--- config.mk ---
export PLATFORM = sky130hd
export DESIGN_NAME = i2c_slave
export DESIGN_NICKNAME = d
export VERILOG_FILES = /design/src/rtl/i2c_slave.sv
export SDC_FILE = /design/constraint.sdc
export NUM_CORES = 1
export LEC_CHECK = 0
export CORE_ASPECT_RATIO = 0.8
export CORE_MARGIN = 2
export CORE_UTILIZATION = 50
export CTS_CLUSTER_DIAMETER = 40
export DETAILED_ROUTE_END_ITERATION = 16
export GPL_ROUTABILITY_DRIVEN = 0
export PLACE_DENSITY = 0.77
export SLEW_MARGIN = 30
export SYNTH_ARGS = -nofsm -noshare
export SYNTH_HDL_FRONTEND = slang
export SYNTH_SLANG_ARGS = --single-unit
--- constraint.sdc ---
create_clock -name clk -period 2.3 [get_ports clk]
set_input_delay 0.23 -clock clk [delete_from_list [all_inputs] [get_ports clk]]
set_output_delay 0.23 -clock clk [all_outputs]
set_load 0.03 [all_outputs]
--- src/rtl/i2c_slave.sv ---
// I2C slave with one fixed 7-bit address and a single 8-bit data register.
// SCL/SDA are oversampled by clk; SDA is driven open-drain through sda_out.
module i2c_slave #(
  parameter logic [6:0] SLAVE_ADDR = 7'h51
) (
  input  logic       clk,
  input  logic       rst_n,
  input  logic       scl,
  input  logic       sda_in,
  output logic       sda_out,
  output logic [7:0] data
);

  typedef enum logic [2:0] {
    StIdle,
    StAddr,
    StAddrAck,
    StWrite,
    StWriteAck,
    StRead,
    StReadAck,
    StWaitStop
  } state_e;

  state_e     state_q, state_d;
  logic [3:0] cnt_q, cnt_d;
  logic [7:0] sreg_q, sreg_d;
  logic [7:0] data_q, data_d;
  logic       sda_out_q, sda_out_d;
  logic       rw_q, rw_d;

  logic scl_meta_q, scl_sync_q, scl_hist_q;
  logic sda_meta_q, sda_sync_q, sda_hist_q;

  logic scl_rise, scl_fall, start_det, stop_det;

  // Synchronisers reset to the idle-bus level so reset release cannot fake a START.
  always_ff @(posedge clk) begin
    if (!rst_n) begin
      scl_meta_q <= 1'b1;
      scl_sync_q <= 1'b1;
      scl_hist_q <= 1'b1;
      sda_meta_q <= 1'b1;
      sda_sync_q <= 1'b1;
      sda_hist_q <= 1'b1;
    end else begin
      scl_meta_q <= scl;
      scl_sync_q <= scl_meta_q;
      scl_hist_q <= scl_sync_q;
      sda_meta_q <= sda_in;
      sda_sync_q <= sda_meta_q;
      sda_hist_q <= sda_sync_q;
    end
  end

  assign scl_rise  = scl_sync_q & ~scl_hist_q;
  assign scl_fall  = ~scl_sync_q & scl_hist_q;
  assign start_det = ~sda_sync_q & sda_hist_q & scl_sync_q;
  assign stop_det  = sda_sync_q & ~sda_hist_q & scl_sync_q;

  always_ff @(posedge clk) begin
    if (!rst_n) begin
      state_q   <= StIdle;
      cnt_q     <= 4'd0;
      sreg_q    <= 8'h00;
      data_q    <= 8'h00;
      sda_out_q <= 1'b1;
      rw_q      <= 1'b0;
    end else begin
      state_q   <= state_d;
      cnt_q     <= cnt_d;
      sreg_q    <= sreg_d;
      data_q    <= data_d;
      sda_out_q <= sda_out_d;
      rw_q      <= rw_d;
    end
  end

  always_comb begin
    state_d   = state_q;
    cnt_d     = cnt_q;
    sreg_d    = sreg_q;
    data_d    = data_q;
    sda_out_d = sda_out_q;
    rw_d      = rw_q;

    if (stop_det) begin
      state_d   = StIdle;
      sda_out_d = 1'b1;
    end else if (start_det) begin
      state_d   = StAddr;
      cnt_d     = 4'd0;
      sda_out_d = 1'b1;
    end else begin
      unique case (state_q)
        StIdle: ;

        StAddr: begin
          if (scl_rise) begin
            sreg_d = {sreg_q[6:0], sda_sync_q};
            cnt_d  = cnt_q + 4'd1;
            if (cnt_q == 4'd7) begin
              // sreg_q[6:0] holds the seven address bits; this rise carries R/W.
              rw_d = sda_sync_q;
              if (sreg_q[6:0] != SLAVE_ADDR) begin
                state_d = StWaitStop;
              end
            end
          end else if (scl_fall && cnt_q == 4'd8) begin
            sda_out_d = 1'b0;
            state_d   = StAddrAck;
          end
        end

        StAddrAck: begin
          if (scl_fall) begin
            if (rw_q) begin
              sda_out_d = data_q[7];
              sreg_d    = {data_q[6:0], 1'b0};
              cnt_d     = 4'd1;
              state_d   = StRead;
            end else begin
              sda_out_d = 1'b1;
              cnt_d     = 4'd0;
              state_d   = StWrite;
            end
          end
        end

        StWrite: begin
          if (scl_rise) begin
            sreg_d = {sreg_q[6:0], sda_sync_q};
            cnt_d  = cnt_q + 4'd1;
            if (cnt_q == 4'd7) begin
              data_d = {sreg_q[6:0], sda_sync_q};
            end
          end else if (scl_fall && cnt_q == 4'd8) begin
            sda_out_d = 1'b0;
            state_d   = StWriteAck;
          end
        end

        StWriteAck: begin
          if (scl_fall) begin
            sda_out_d = 1'b1;
            cnt_d     = 4'd0;
            state_d   = StWrite;
          end
        end

        StRead: begin
          // cnt_q counts bits already placed on the bus.
          if (scl_fall) begin
            if (cnt_q == 4'd8) begin
              sda_out_d = 1'b1;
              state_d   = StReadAck;
            end else begin
              sda_out_d = sreg_q[7];
              sreg_d    = {sreg_q[6:0], 1'b0};
              cnt_d     = cnt_q + 4'd1;
            end
          end
        end

        StReadAck: begin
          if (scl_rise) begin
            if (sda_sync_q) begin
              state_d = StWaitStop;
            end
          end else if (scl_fall) begin
            sda_out_d = data_q[7];
            sreg_d    = {data_q[6:0], 1'b0};
            cnt_d     = 4'd1;
            state_d   = StRead;
          end
        end

        StWaitStop: ;
      endcase
    end
  end

  assign sda_out = sda_out_q;
  assign data    = data_q;

endmodule

==> results.yml <==
synth:
  synth-edff-count: 0
  synth_top_family_by_area: "simple AND/OR/NAND/NOR gates"
  ys_warn_count: 0
  synthArstFlopShare: 0
  yosysTopAreaCellShare: 0.339
  ys_ff_latch: 31
  synth.area.top_cells: "dfxtp_1 34%, mux2i_1 9.3%, nand2_1 4.5%, nor2b_1 4.1%, o211a_1 3.8%"
  post_synth_num_cell_types: 61
  yosysTopAreaCell: "dfxtp_1"
  synthMuxAreaShare: 0.0928
  synth_fa_ha_area_frac: 0.0273
  netlist_area_sq_um: 1830
  synthSimpleGateAreaFrac: 0.266
  ys_seq_area_frac: 0.339
  synth_compound_area_frac: 0.206
  syn_avg_cell_area_sq_um: 9.40
  synth_flop_cell: "dfxtp_1"
  yosys.area_share.xor_xnor: 0.00478
  synth_cells: 195
  synth_nets: 203
sta:
  fin_worst_skew_ns: 0.00323
  finalSetupTns_ns: 0
  finalHoldViolations: 0
  worst_pin_slew_ns: 0.651
  min_period_ns: 2.12
  finalMaxSlewViolations: 0
  slew_headroom: 0.565
  setup_viol: 0
  post-route-period-util: 0.920
  rsz0062_at_grt: "no"
  max_freq_mhz: 472
global_routing:
  grt_max_degree: 24
  antenna_found_initial: 0
  grt_usage: 0.203
  grt_pass1_wl_microns: 6620
  grt_pass1_vias: 1365
  globalRouteOverflowTotal: 0
detailed_routing:
  wirelength_microns: 3930
  drc_errors: 0
  vias: 1489
  avgViaCountPerCell: 5.89
  drt_iter0_markers: 122
  ant_nets: 0
  wl_per_cell_microns: 15.5
  drt_first_pass_iters: 4
floorplanning:
  start_util: 0.528
  io_pins: 13
  core_area_sq_um: 3470
  die_x_microns: 71.7
  die_h_microns: 58.2
  die-area_sq_um: 4170
  rows: 19
outcome:
  outcome: "complete, no violations"
place:
  dp_hpwl_microns: 2850
  placed_area_sq_um: 1970
  io_buffers: 12
final_layout:
  multi_input_area_sq_um: 1090
  nets: 218
  layout_common_cells: "31 x dfxtp_1, 22 x nand2_1, 17 x mux2i_1"
  area_delta_synth_final_pct: 14.1
  fill_cells: 303
  stdcell_area_sq_um: 2090
  drive_above_1_share: 0.147
  seq_area_sq_um: 621
  layout_commonest_cell: "dfxtp_1"
  diodes: 0
critical_path:
  cp.arrival_ns: 2.31
  startpoint_type: "flip-flop"
  crit_required_ns: 2.50
  crit_fanout: 23
  cp-end-kind: "flip-flop"
  crit_type: "flip-flop to flip-flop"
cts:
  cts_root_buf: "clkbuf_8"
  htreeDepth: 2
  clockBufferDepth: 2
  tritoncts: "built"
  cts_setup_buffers: 0
  post_cts_resized: 0
  clk_pin_slew_ns: 0.06
  cts_buffers: 5
  ctsHoldBuffers: 0
  insertion_delay_ns: 0.27
  numClockSinks: 31
pwr:
  p_comb_frac: 0.318
  power.density_nw_per_um2: 857
  switchingPower_uw: 605
  peakVddDrop_mv: 0.628
  clkPwrFrac: 0.305
  power_leakage_uw: 0.000839
  power_frac_seq: 0.377
  switching_share: 0.337
  p_int_uw: 1190
hold_path:
  hp-class: "flip-flop to flip-flop"
run:
  maxCapViolations: 0
worst max-delay path, cell delays in order, from the launching register on:
cell and delay [ns]:
dfxtp_1 0.74, nand2_1 0.22, a311oi_1 0.47, or3_1 0.19
o2111ai_1 0.19, a31oi_1 0.24
synth_stat cells (all sizes together) (2+ instances only):
cell type,instances
nor2b,12
o211a,7
clkbuf,2
o31a,2
dfxtp,31
mux2i,17
nand4b,2
o311ai,2
a31oi,3
nor3,3
nor4,3
nor2,6
nand3,3
a21oi,3
a21boi,3
buf,10
and3,3
inv,7
and3b,4
o21ai,6
nand2,22
ha,4
a41oi,2
and2b,4
a211oi,3
nand2b,10
nand3b,2
cell type report:
cell class	instances	share of cell area
repair buffers	20	0.0862
flip-flops and latches	31	0.297
clock buffers	6	0.0395
well taps	42	0.0251
multi-input cells	145	0.523
clock inverters	2	0.0168
inverters	7	0.0126
power groups by stage:
| stage | combinational, uW | sequential (uW) | clock (uW) |
|---|---|---|---|
| CTS | 561 | 674 | 553 |
| global route | 625 | 693 | 575 |
| finish | 569 | 677 | 547 |
| global placement | 538 | 684 | 0 |
| detailed placement | 558 | 684 | 0 |
| floorplan | 547 | 618 | 0 |
through the flow:
step / power [uW] / worst slack, ns / cells / hold WS [ns] / util
floorplan: 1170 / 0.470 / 195 / 0.331 / -
global placement: 1220 / 0.320 / 245 / 0.393 / 0.568
detailed placement: 1240 / 0.276 / 245 / 0.391 / 0.568
CTS: 1790 / 0.241 / 253 / 0.405 / 0.602
global route: 1890 / 0.00279 / 253 / 0.434 / 0.602
finish: 1790 / 0.183 / 253 / 0.406 / 0.602
registers in the layout (all words and copies together), names as in the netlist:
signal / cells
sreg_q: 8
scl_hist_q: 1
scl_sync_q: 1
sda_meta_q: 1
data: 8
sda_hist_q: 1
sda_sync_q: 1
state_q: 3
scl_meta_q: 1
rw_q: 1
cnt_q: 4
sda_out: 1
per-layer routing:
| layer | wire, microns | vias to the layer above | global-route usage |
|---|---|---|---|
| li1 | - | 740 | - |
| met1 | 1980 | 708 | 0.304 |
| met2 | 1700 | 39 | 0.296 |
| met3 | 235 | 2 | 0.0487 |
| met4 | 11 | 0 | 0.0431 |
| met5 | 0 | - | 0 |
path summary, 6_finish.rpt:
| path | from | to | slack [ns] | cells past startpoint |
|---|---|---|---|---|
| max | state_q[2] | cnt_q[2] | 0.18 | 5 |
| min | scl_meta_q | scl_sync_q | 0.41 | 1 |
| max reg2reg | state_q[2] | cnt_q[2] | 0.18 | 5 |
| min reg2reg | scl_meta_q | scl_sync_q | 0.41 | 1 |
logic make-up after synthesis:
logic type / count (synthesis)
mux: 17
xor+xnor: 1
simple gates: 79
buf+inv: 19
flops: 31
compound gates: 44
fa+ha+maj: 4
Note: power is estimated with default switching activity, not from simulation.
